--- config.mk ---
export PLATFORM = sky130hd
export DESIGN_NAME = instr_encoder
export DESIGN_NICKNAME = d
export VERILOG_FILES = /design/src/rtl/mips_pkg.sv /design/src/rtl/instr_pack.sv /design/src/rtl/instr_encoder.sv
export SDC_FILE = /design/constraint.sdc
export NUM_CORES = 1
export LEC_CHECK = 0
export BUFFER_PORTS_ARGS = -buffer_cell sky130_fd_sc_hd__buf_2
export CAP_MARGIN = 25
export CORE_ASPECT_RATIO = 0.7
export CORE_MARGIN = 3
export CORE_UTILIZATION = 49
export CTS_CLUSTER_SIZE = 24
export DETAILED_ROUTE_END_ITERATION = 6
export GPL_ROUTABILITY_DRIVEN = 1
export GPL_TIMING_DRIVEN = 0
export HOLD_SLACK_MARGIN = 0.15
export PLACE_DENSITY = 0.83
export SLEW_MARGIN = 20
export SYNTH_ARGS = -nofsm -noshare
export SYNTH_HDL_FRONTEND = slang
export SYNTH_SLANG_ARGS = --single-unit
--- constraint.sdc ---
create_clock -name clk -period 4.81 [get_ports clk]
set_input_delay 0.481 -clock clk [delete_from_list [all_inputs] [get_ports clk]]
set_output_delay 0.481 -clock clk [all_outputs]
set_load 0.01 [all_outputs]
--- src/rtl/mips_pkg.sv ---
// Shared MIPS encoding constants: operation enum, opcode/funct values and field positions.
// The opcode/funct values match what the control decoder expects.
package mips_pkg;

  typedef enum logic [4:0] {
    OP_ADD, OP_SUB, OP_XOR, OP_SLL, OP_SRLV, OP_JR,
    OP_ADDI, OP_ADDIU, OP_ANDI, OP_ORI, OP_XORI, OP_LUI,
    OP_LW, OP_SW, OP_BEQ, OP_BNE, OP_SLTI, OP_SLTIU,
    OP_J, OP_JAL
  } op_e;

  localparam logic [5:0] OPC_SPECIAL = 6'b000000;
  localparam logic [5:0] OPC_ADDI    = 6'b001000;
  localparam logic [5:0] OPC_ADDIU   = 6'b001001;
  localparam logic [5:0] OPC_ANDI    = 6'b001100;
  localparam logic [5:0] OPC_ORI     = 6'b001101;
  localparam logic [5:0] OPC_XORI    = 6'b001110;
  localparam logic [5:0] OPC_LUI     = 6'b001111;
  localparam logic [5:0] OPC_LW      = 6'b100011;
  localparam logic [5:0] OPC_SW      = 6'b101011;
  localparam logic [5:0] OPC_BEQ     = 6'b000100;
  localparam logic [5:0] OPC_BNE     = 6'b000101;
  localparam logic [5:0] OPC_SLTI    = 6'b001010;
  localparam logic [5:0] OPC_SLTIU   = 6'b001011;
  localparam logic [5:0] OPC_J       = 6'b000010;
  localparam logic [5:0] OPC_JAL     = 6'b000011;

  localparam logic [5:0] FN_ADD  = 6'b100000;
  localparam logic [5:0] FN_SUB  = 6'b100010;
  localparam logic [5:0] FN_XOR  = 6'b100110;
  localparam logic [5:0] FN_SLL  = 6'b000000;
  localparam logic [5:0] FN_SRLV = 6'b000110;
  localparam logic [5:0] FN_JR   = 6'b001000;

  localparam int unsigned OPC_LSB   = 26;
  localparam int unsigned RS_LSB    = 21;
  localparam int unsigned RT_LSB    = 16;
  localparam int unsigned RD_LSB    = 11;
  localparam int unsigned SHAMT_LSB = 6;
  localparam int unsigned FUNCT_LSB = 0;

  function automatic logic [31:0] pack_r(input logic [4:0] rs, input logic [4:0] rt,
                                         input logic [4:0] rd, input logic [4:0] shamt,
                                         input logic [5:0] funct);
    return (32'(OPC_SPECIAL) << OPC_LSB) | (32'(rs) << RS_LSB) | (32'(rt) << RT_LSB) |
           (32'(rd) << RD_LSB) | (32'(shamt) << SHAMT_LSB) | (32'(funct) << FUNCT_LSB);
  endfunction

  function automatic logic [31:0] pack_i(input logic [5:0] opc, input logic [4:0] rs,
                                         input logic [4:0] rt, input logic [15:0] imm);
    return (32'(opc) << OPC_LSB) | (32'(rs) << RS_LSB) | (32'(rt) << RT_LSB) | 32'(imm);
  endfunction

  function automatic logic [31:0] pack_j(input logic [5:0] opc, input logic [25:0] target);
    return (32'(opc) << OPC_LSB) | 32'(target);
  endfunction

endpackage

--- src/rtl/instr_pack.sv ---
// Combinational encoder: symbolic operation plus fields to a 32-bit MIPS word.
// Fields an operation does not use are forced to zero; unknown ops raise illegal.
module instr_pack
  import mips_pkg::*;
(
  input  logic [4:0]  op,
  input  logic [4:0]  rs,
  input  logic [4:0]  rt,
  input  logic [4:0]  rd,
  input  logic [4:0]  shamt,
  input  logic [15:0] imm,
  input  logic [25:0] target,
  output logic [31:0] word,
  output logic        illegal
);

  always_comb begin
    word    = '0;
    illegal = 1'b0;
    case (op)
      OP_ADD:   word = pack_r(rs, rt, rd, 5'd0, FN_ADD);
      OP_SUB:   word = pack_r(rs, rt, rd, 5'd0, FN_SUB);
      OP_XOR:   word = pack_r(rs, rt, rd, 5'd0, FN_XOR);
      OP_SLL:   word = pack_r(5'd0, rt, rd, shamt, FN_SLL);
      OP_SRLV:  word = pack_r(rs, rt, rd, 5'd0, FN_SRLV);
      OP_JR:    word = pack_r(rs, 5'd0, 5'd0, 5'd0, FN_JR);
      OP_ADDI:  word = pack_i(OPC_ADDI, rs, rt, imm);
      OP_ADDIU: word = pack_i(OPC_ADDIU, rs, rt, imm);
      OP_ANDI:  word = pack_i(OPC_ANDI, rs, rt, imm);
      OP_ORI:   word = pack_i(OPC_ORI, rs, rt, imm);
      OP_XORI:  word = pack_i(OPC_XORI, rs, rt, imm);
      OP_LUI:   word = pack_i(OPC_LUI, 5'd0, rt, imm);
      OP_LW:    word = pack_i(OPC_LW, rs, rt, imm);
      OP_SW:    word = pack_i(OPC_SW, rs, rt, imm);
      OP_BEQ:   word = pack_i(OPC_BEQ, rs, rt, imm);
      OP_BNE:   word = pack_i(OPC_BNE, rs, rt, imm);
      OP_SLTI:  word = pack_i(OPC_SLTI, rs, rt, imm);
      OP_SLTIU: word = pack_i(OPC_SLTIU, rs, rt, imm);
      OP_J:     word = pack_j(OPC_J, target);
      OP_JAL:   word = pack_j(OPC_JAL, target);
      default:  illegal = 1'b1;
    endcase
  end

endmodule

--- src/rtl/instr_encoder.sv ---
// Encodes instruction requests and writes them sequentially into instruction memory
// over a req/ack port, stopping when DEPTH words have been written.
module instr_encoder
  import mips_pkg::*;
#(
  parameter int unsigned ADDR_W = 8,
  parameter int unsigned BASE   = 0,
  parameter int unsigned DEPTH  = 256
) (
  input  logic              clk,
  input  logic              rst,
  input  logic              clear,
  input  logic              in_valid,
  output logic              in_ready,
  input  logic [4:0]        in_op,
  input  logic [4:0]        in_rs,
  input  logic [4:0]        in_rt,
  input  logic [4:0]        in_rd,
  input  logic [4:0]        in_shamt,
  input  logic [15:0]       in_imm,
  input  logic [25:0]       in_target,
  output logic              mem_req,
  input  logic              mem_ack,
  output logic [ADDR_W-1:0] mem_addr,
  output logic [31:0]       mem_wdata,
  output logic [ADDR_W:0]   count,
  output logic              full,
  output logic              err
);

  typedef enum logic [1:0] {S_IDLE, S_REQ, S_FULL} state_e;

  state_e          state, state_next;
  logic [31:0]     word;
  logic            illegal;
  logic            accept;
  logic            do_clear;
  logic            write_done;
  logic [ADDR_W:0] count_inc;
  logic            ready_next, req_next, full_next;

  instr_pack u_pack (
    .op      (in_op),
    .rs      (in_rs),
    .rt      (in_rt),
    .rd      (in_rd),
    .shamt   (in_shamt),
    .imm     (in_imm),
    .target  (in_target),
    .word    (word),
    .illegal (illegal)
  );

  // clear wins over a simultaneous request in IDLE; it is ignored while a write is pending
  assign do_clear   = clear && (state != S_REQ);
  assign accept     = (state == S_IDLE) && in_valid && !clear;
  assign write_done = (state == S_REQ) && mem_ack;
  assign count_inc  = count + (ADDR_W + 1)'(1);

  // State register; handshake flags are registered alongside the state
  always_ff @(posedge clk) begin
    if (rst) begin
      state    <= S_IDLE;
      in_ready <= 1'b1;
      mem_req  <= 1'b0;
      full     <= 1'b0;
    end else begin
      state    <= state_next;
      in_ready <= ready_next;
      mem_req  <= req_next;
      full     <= full_next;
    end
  end

  always_comb begin
    state_next = state;
    case (state)
      S_IDLE:  if (accept && !illegal) state_next = S_REQ;
      S_REQ:   if (mem_ack) state_next = (count_inc == (ADDR_W + 1)'(DEPTH)) ? S_FULL : S_IDLE;
      S_FULL:  if (do_clear) state_next = S_IDLE;
      default: state_next = S_IDLE;
    endcase
  end

  always_comb begin
    ready_next = 1'b0;
    req_next   = 1'b0;
    full_next  = 1'b0;
    case (state_next)
      S_IDLE:  ready_next = 1'b1;
      S_REQ:   req_next   = 1'b1;
      S_FULL:  full_next  = 1'b1;
      default: ready_next = 1'b0;
    endcase
  end

  // Address, data, count and sticky error
  always_ff @(posedge clk) begin
    if (rst) begin
      mem_addr  <= ADDR_W'(BASE);
      mem_wdata <= '0;
      count     <= '0;
      err       <= 1'b0;
    end else if (do_clear) begin
      mem_addr <= ADDR_W'(BASE);
      count    <= '0;
      err      <= 1'b0;
    end else begin
      if (accept && illegal) err <= 1'b1;
      if (accept && !illegal) mem_wdata <= word;
      if (write_done) begin
        mem_addr <= mem_addr + ADDR_W'(1);
        count    <= count_inc;
      end
    end
  end

endmodule

* After elaboration in Yosys (flattened, before gate mapping)
Index checks and enable logic that the tools add are counted.
** Storage, ports and cells
- Flip-flop bits (word level) :: 55
- Output and inout bits :: 53
** Operators by class
- Reduce and logical (&&, ||, !) cells :: 13
- Equal/unequal tests :: 25
- Add/sub/neg operators :: 2
- Bitwise operators :: 28
- Mux-type cells :: 10
** Operators with widths (number)
- 32-bit case mux with 20 select lines :: 1
- 32-bit by 16-bit OR with 32-bit output :: 9
- 30-bit by 21-bit OR with 30-bit output :: 7
- 30-bit by 16-bit OR with 30-bit output :: 3
- 32-bit by 21-bit OR with 32-bit output :: 2
- 29-bit by 21-bit OR with 29-bit output :: 2
- 5-bit by 4-bit equality test with 1-bit output, second input constant :: 8
- 32-bit by 11-bit OR with 32-bit output :: 1
- 29-bit by 16-bit OR with 29-bit output :: 1
- 26-bit by 21-bit OR with 26-bit output :: 1
- 21-bit by 16-bit OR with 21-bit output :: 1
- 5-bit by 3-bit equality test with 1-bit output, second input constant :: 4
- 5-bit equality test, second input constant :: 4
- 20-bit OR reduction :: 1
- 5-bit by 2-bit equality test with 1-bit output, second input constant :: 2
- 9-bit by 1-bit adder with 9-bit output, second input constant :: 1
- 9-bit equality test, second input constant :: 1
- 8-bit by 1-bit adder with 8-bit output, second input constant :: 1
- 2-bit 2-to-1 mux :: 4
- 1-bit logical AND :: 6
- 2-bit case mux with 3 select lines :: 1
- 5-bit by 1-bit equality test with 1-bit output, second input constant :: 1
- 5-bit logical NOT :: 1
- 2-bit by 1-bit equality test with 1-bit output, second input constant :: 2
- 8 further kinds :: 13

* Depth between registers and ports, before layout
- Word-level depth :: 8
- Depth in mapped cells :: 7

* Hierarchy
A second synthesis with hierarchy kept.
** Second synthesis, totals
- Cells, all modules :: 366
- Area total of the unflattened synthesis :: 2864.0 um2
** By module, submodules not included
- instr_encoder :: seq. area each 1101.1 um2, area an instance 2227.1 um2, cells an instance 266, instances 1
- instr_pack :: seq. area each 0.0 um2, area an instance 636.9 um2, cells an instance 100, instances 1

* Worst setup path after synthesis
No wires, ideal clock.
- Kind :: reg-to-reg
- Start :: register count[0]
- End :: register in_ready
- Slack :: 2.708 ns
- Period minus slack after synthesis :: 2.102 ns
- Cell stages (with the launch flop) :: 7
- Arrival time :: 1.982 ns
- Required time :: 4.690 ns
- Library setup time :: 0.120 ns
- Path through :: dfxtp_1 ha_1 and2_1 nand4_4 xor2_1 or4_4 o31a_1
** Between the ends
- Cells in the longest elaborated chain, start to end :: 7
** Ends and longest elaborated chain
- start, declared :: RTL line instr_encoder.sv:26 : output logic [ADDR_W:0] count,
- start signal, assigned :: RTL line instr_encoder.sv:113 : count <= count_inc;
- 9-bit by 1-bit adder with 9-bit output :: RTL line instr_encoder.sv:58 : assign count_inc = count + (ADDR_W + 1)'(1);
- 9-bit equality test :: RTL line instr_encoder.sv:79 : S_REQ: if (mem_ack) state_next = (count_inc == (ADDR_W + 1)'(DEPTH)) ? S_FULL : S_IDLE;
- 2-bit 2-to-1 mux (2 in series) :: RTL line instr_encoder.sv:79
- 2-bit case mux with 3 select lines :: RTL line instr_encoder.sv:77 : case (state)
- 2-bit logical NOT :: RTL line instr_encoder.sv:89 : case (state_next)
- 1-bit 2-to-1 mux :: RTL line instr_encoder.sv:89
- end signal, assigned :: RTL line instr_encoder.sv:69 : in_ready <= ready_next;
- end, declared :: RTL line instr_encoder.sv:14 : output logic in_ready,
Every way passes these cells.
A chain may end at the register's enable or synchronous reset.

* Worst setup path after layout
Same ends and word-level chain as after synthesis.

==> impl_metrics.py <==
metrics = {
    "grt": {
        "grt_pass1_vias": 2622,
        "antenna_found_initial": 0,
        "grt_start_max_net_pins": 18,
        "grtUsageTotal": 0.244,
        "grt_pass1_wl_um": 11900,
        "grt_overflow": 0,
    },
    "routing": {
        "wl_per_cell_um": 15.3,
        "routed_via_density": 5.55,
        "first_iter_violations": 267,
        "drcViolationCount": 0,
        "dr.pass1.iters": 7,
        "finalWirelength_um": 7590,
        "vias": 2753,
        "ant_nets": 0,
    },
    "sta": {
        "finalCritPeriodShare": 0.462,
        "timing.setup.tns_ns": 0,
        "skew_ns": 0.00502,
        "tightest_slew_ns": 0.637,
        "finalSetupViolations": 0,
        "fin_ws_ns": 2.59,
        "drv_slew": 0,
        "rsz0062_at_grt": "no",
        "finalHoldViolCount": 0,
        "period_needed_ns": 2.22,
        "slew_headroom": 0.565,
        "timing.fmax_ghz": 0.450,
    },
    "setup_path": {
        "critPathBufInv": 0,
        "critical-path-top-delay-family": "simple AND/OR/NAND/NOR gates",
        "critPathKind": "reg2reg",
        "crit_start": "count[0]",
        "path_cells": "ha_1 > and2_1 > nand4_4 > xor2_1 > or4_4 > o31a_1",
        "setup.worst_path.end_class": "flop",
        "arrival_ns": 2.43,
        "r2r_cells": 6,
        "crit_path_max_fanout": 6,
        "worstPathRequired_ns": 5.02,
        "crit_slowest_cell": "or4_4",
        "worstReg2RegStart": "count[0]",
        "slowest_delay_ns": 0.52,
        "cp.depth": 6,
        "cp-start-kind": "flop",
    },
    "power_and_ir_drop": {
        "ir_drop_mv": 0.153,
        "p_leak_nw": 1.53,
        "power.density_nw_per_um2": 277,
    },
    "worst_hold_path": {
        "min_from": "in_imm[1]",
        "whs_path_depth": 3,
        "min_path_type": "in2reg",
    },
    "synthesis": {
        "syn_area_per_cell_um2": 8.54,
        "synth.ff_latch_count": 54,
        "yosys.area.top_type": "dfxtp_1",
        "synth_warnings": 0,
        "syn_inst": 300,
        "yosysUniqueCellTypes": 48,
        "synth_top_area_share": 0.422,
        "ys_seq_area_frac": 0.422,
        "syn_area_um2": 2560,
        "synth_nets": 375,
        "synth.area.top_cells": "dfxtp_1 (42%), nor2_1 (8.2%), xor2_1 (5.5%), a221oi_1 (4.4%), a222oi_1 (3.9%)",
    },
    "final_layout": {
        "area_growth_pct": 31.0,
        "mostFrequentLayoutCell": "buf_2",
        "diodes": 0,
        "fillers": 445,
        "final_nets": 501,
        "drive_gt1_frac": 0.337,
        "final_cell_mix": "buf_2 (126), nor2_1 (56), dfxtp_1 (54)",
    },
    "clock_tree": {
        "htreeDepth": 2,
        "clock_latency_ns": 0.32,
        "cts_sinks": 54,
        "post_cts_resized": 0,
        "post_cts_buffers": 0,
        "cts.reportedPaths.clkPinSlew_ns": 0.10,
        "cts-root-buf": "clkbuf_8",
        "clockBufferDepth": 2,
        "hold_buffers": 0,
        "cts-buffers-inserted": 5,
        "cts_tree": "yes",
    },
    "place": {
        "post-place-ws_ns": 2.52,
        "place_congestion": 0.896,
        "portBuffers": 119,
        "hpwl_um": 5870,
    },
    "die": {
        "design.core.area_um2": 4910,
        "die_w_um": 92.4,
        "design.die.area_um2": 6150,
        "ioPinCount": 125,
        "rows": 21,
        "die_y_um": 66.5,
        "start_util": 0.522,
    },
    "flow_run": {
        "cap_violations": 0,
    },
    "run_status": {
        "status": "completed",
    },
}
==> path summary, 6_finish.rpt <==
path                       end  slack (ns)
setup / recovery      in_ready        2.59
hold / removal    mem_wdata[1]        0.44
setup reg to reg      in_ready        2.59
hold reg to reg            err        0.49
==> flip-flops by register name, summed over array words and instances, names as in the netlist <==
name / flops
full: 1
err: 1
state: 2
in_ready: 1
mem_wdata: 31
mem_req: 1
count: 9
mem_addr: 8
==> power breakdown <==
group | internal (mW) | switching [mW] | total (mW)
logic | 0.0620 | 0.0822 | 0.144
clock network | 0.156 | 0.158 | 0.314
registers | 0.464 | 0.00833 | 0.472
total | 0.682 | 0.248 | 0.930
==> logic make-up (layout without fill, tap and decap cells) <==
logic type,after synthesis,in the layout,synth area share
simple gates,126,126,0.240
compound gates,71,71,0.211
flops,54,54,0.422
buf+inv,25,152,0.0430
xor+xnor,20,20,0.0684
fa+ha+maj,3,3,0.0146
other cells,1,1,0.00146
==> per-stage QoR <==
stage	util	instance area, um^2	cells	power [mW]	hold WS (ns)
global placement	0.660	3240	488	0.621	0.439
floorplan	-	2560	300	0.560	0.476
detailed placement	0.660	3240	488	0.625	0.444
global route	0.683	3360	496	0.963	0.450
finish	0.683	3360	496	0.930	0.436
CTS	0.683	3360	496	0.931	0.436
==> metal layers <==
metal  GRT usage  wire, um  vias to the layer above  part of all wire
met5           0         0                        -                 0
met4      0.0926       110                        0             0.014
met3      0.0485       602                       13             0.079
met2       0.413      3590                      105              0.47
met1       0.309      3290                     1284              0.43
li1            -         -                     1351                 -
==> worst min-delay path, cell delays in order <==
cell	delay, ns
buf_2	0.10
nand2_1	0.05
a311oi_1	0.08
==> final cells by class <==
cell class,instances,area [um^2],area share
Inverter,3,11.3,0.00335
Sequential cell,54,1080,0.322
Tap cell,69,86.3,0.0257
Multi-Input combinational cell,221,1370,0.408
Clock inverter,3,43.8,0.0130
Clock buffer,5,68.8,0.0205
Buffer,22,98.8,0.0294
Timing Repair Buffer,119,596,0.177
==> synthesized netlist by cell type, drive strengths merged <==
cell	count
a22o	1
conb	1
nand3b	2
a221oi	13
a31oi	2
dfxtp	54
nor3b	1
nand2	16
nand2b	3
a211o	1
o31ai	2
a211oi	13
and3	6
ha	3
xnor2	4
or3	1
a222oi	10
o211a	1
nor2	57
a311oi	2
and2	2
nor2b	2
o21ai	2
o21a	1
nand4	3
a41oi	1
clkbuf	13
o31a	1
xor2	16
nor4b	1
nor3	19
inv	3
o22ai	2
buf	9
a2111oi	1
a21oi	14
nand3	10
or4	1
nand4b	1
o211ai	1
a21o	3
or4b	1
No activity file was read; power rests on OpenSTA's default activity.
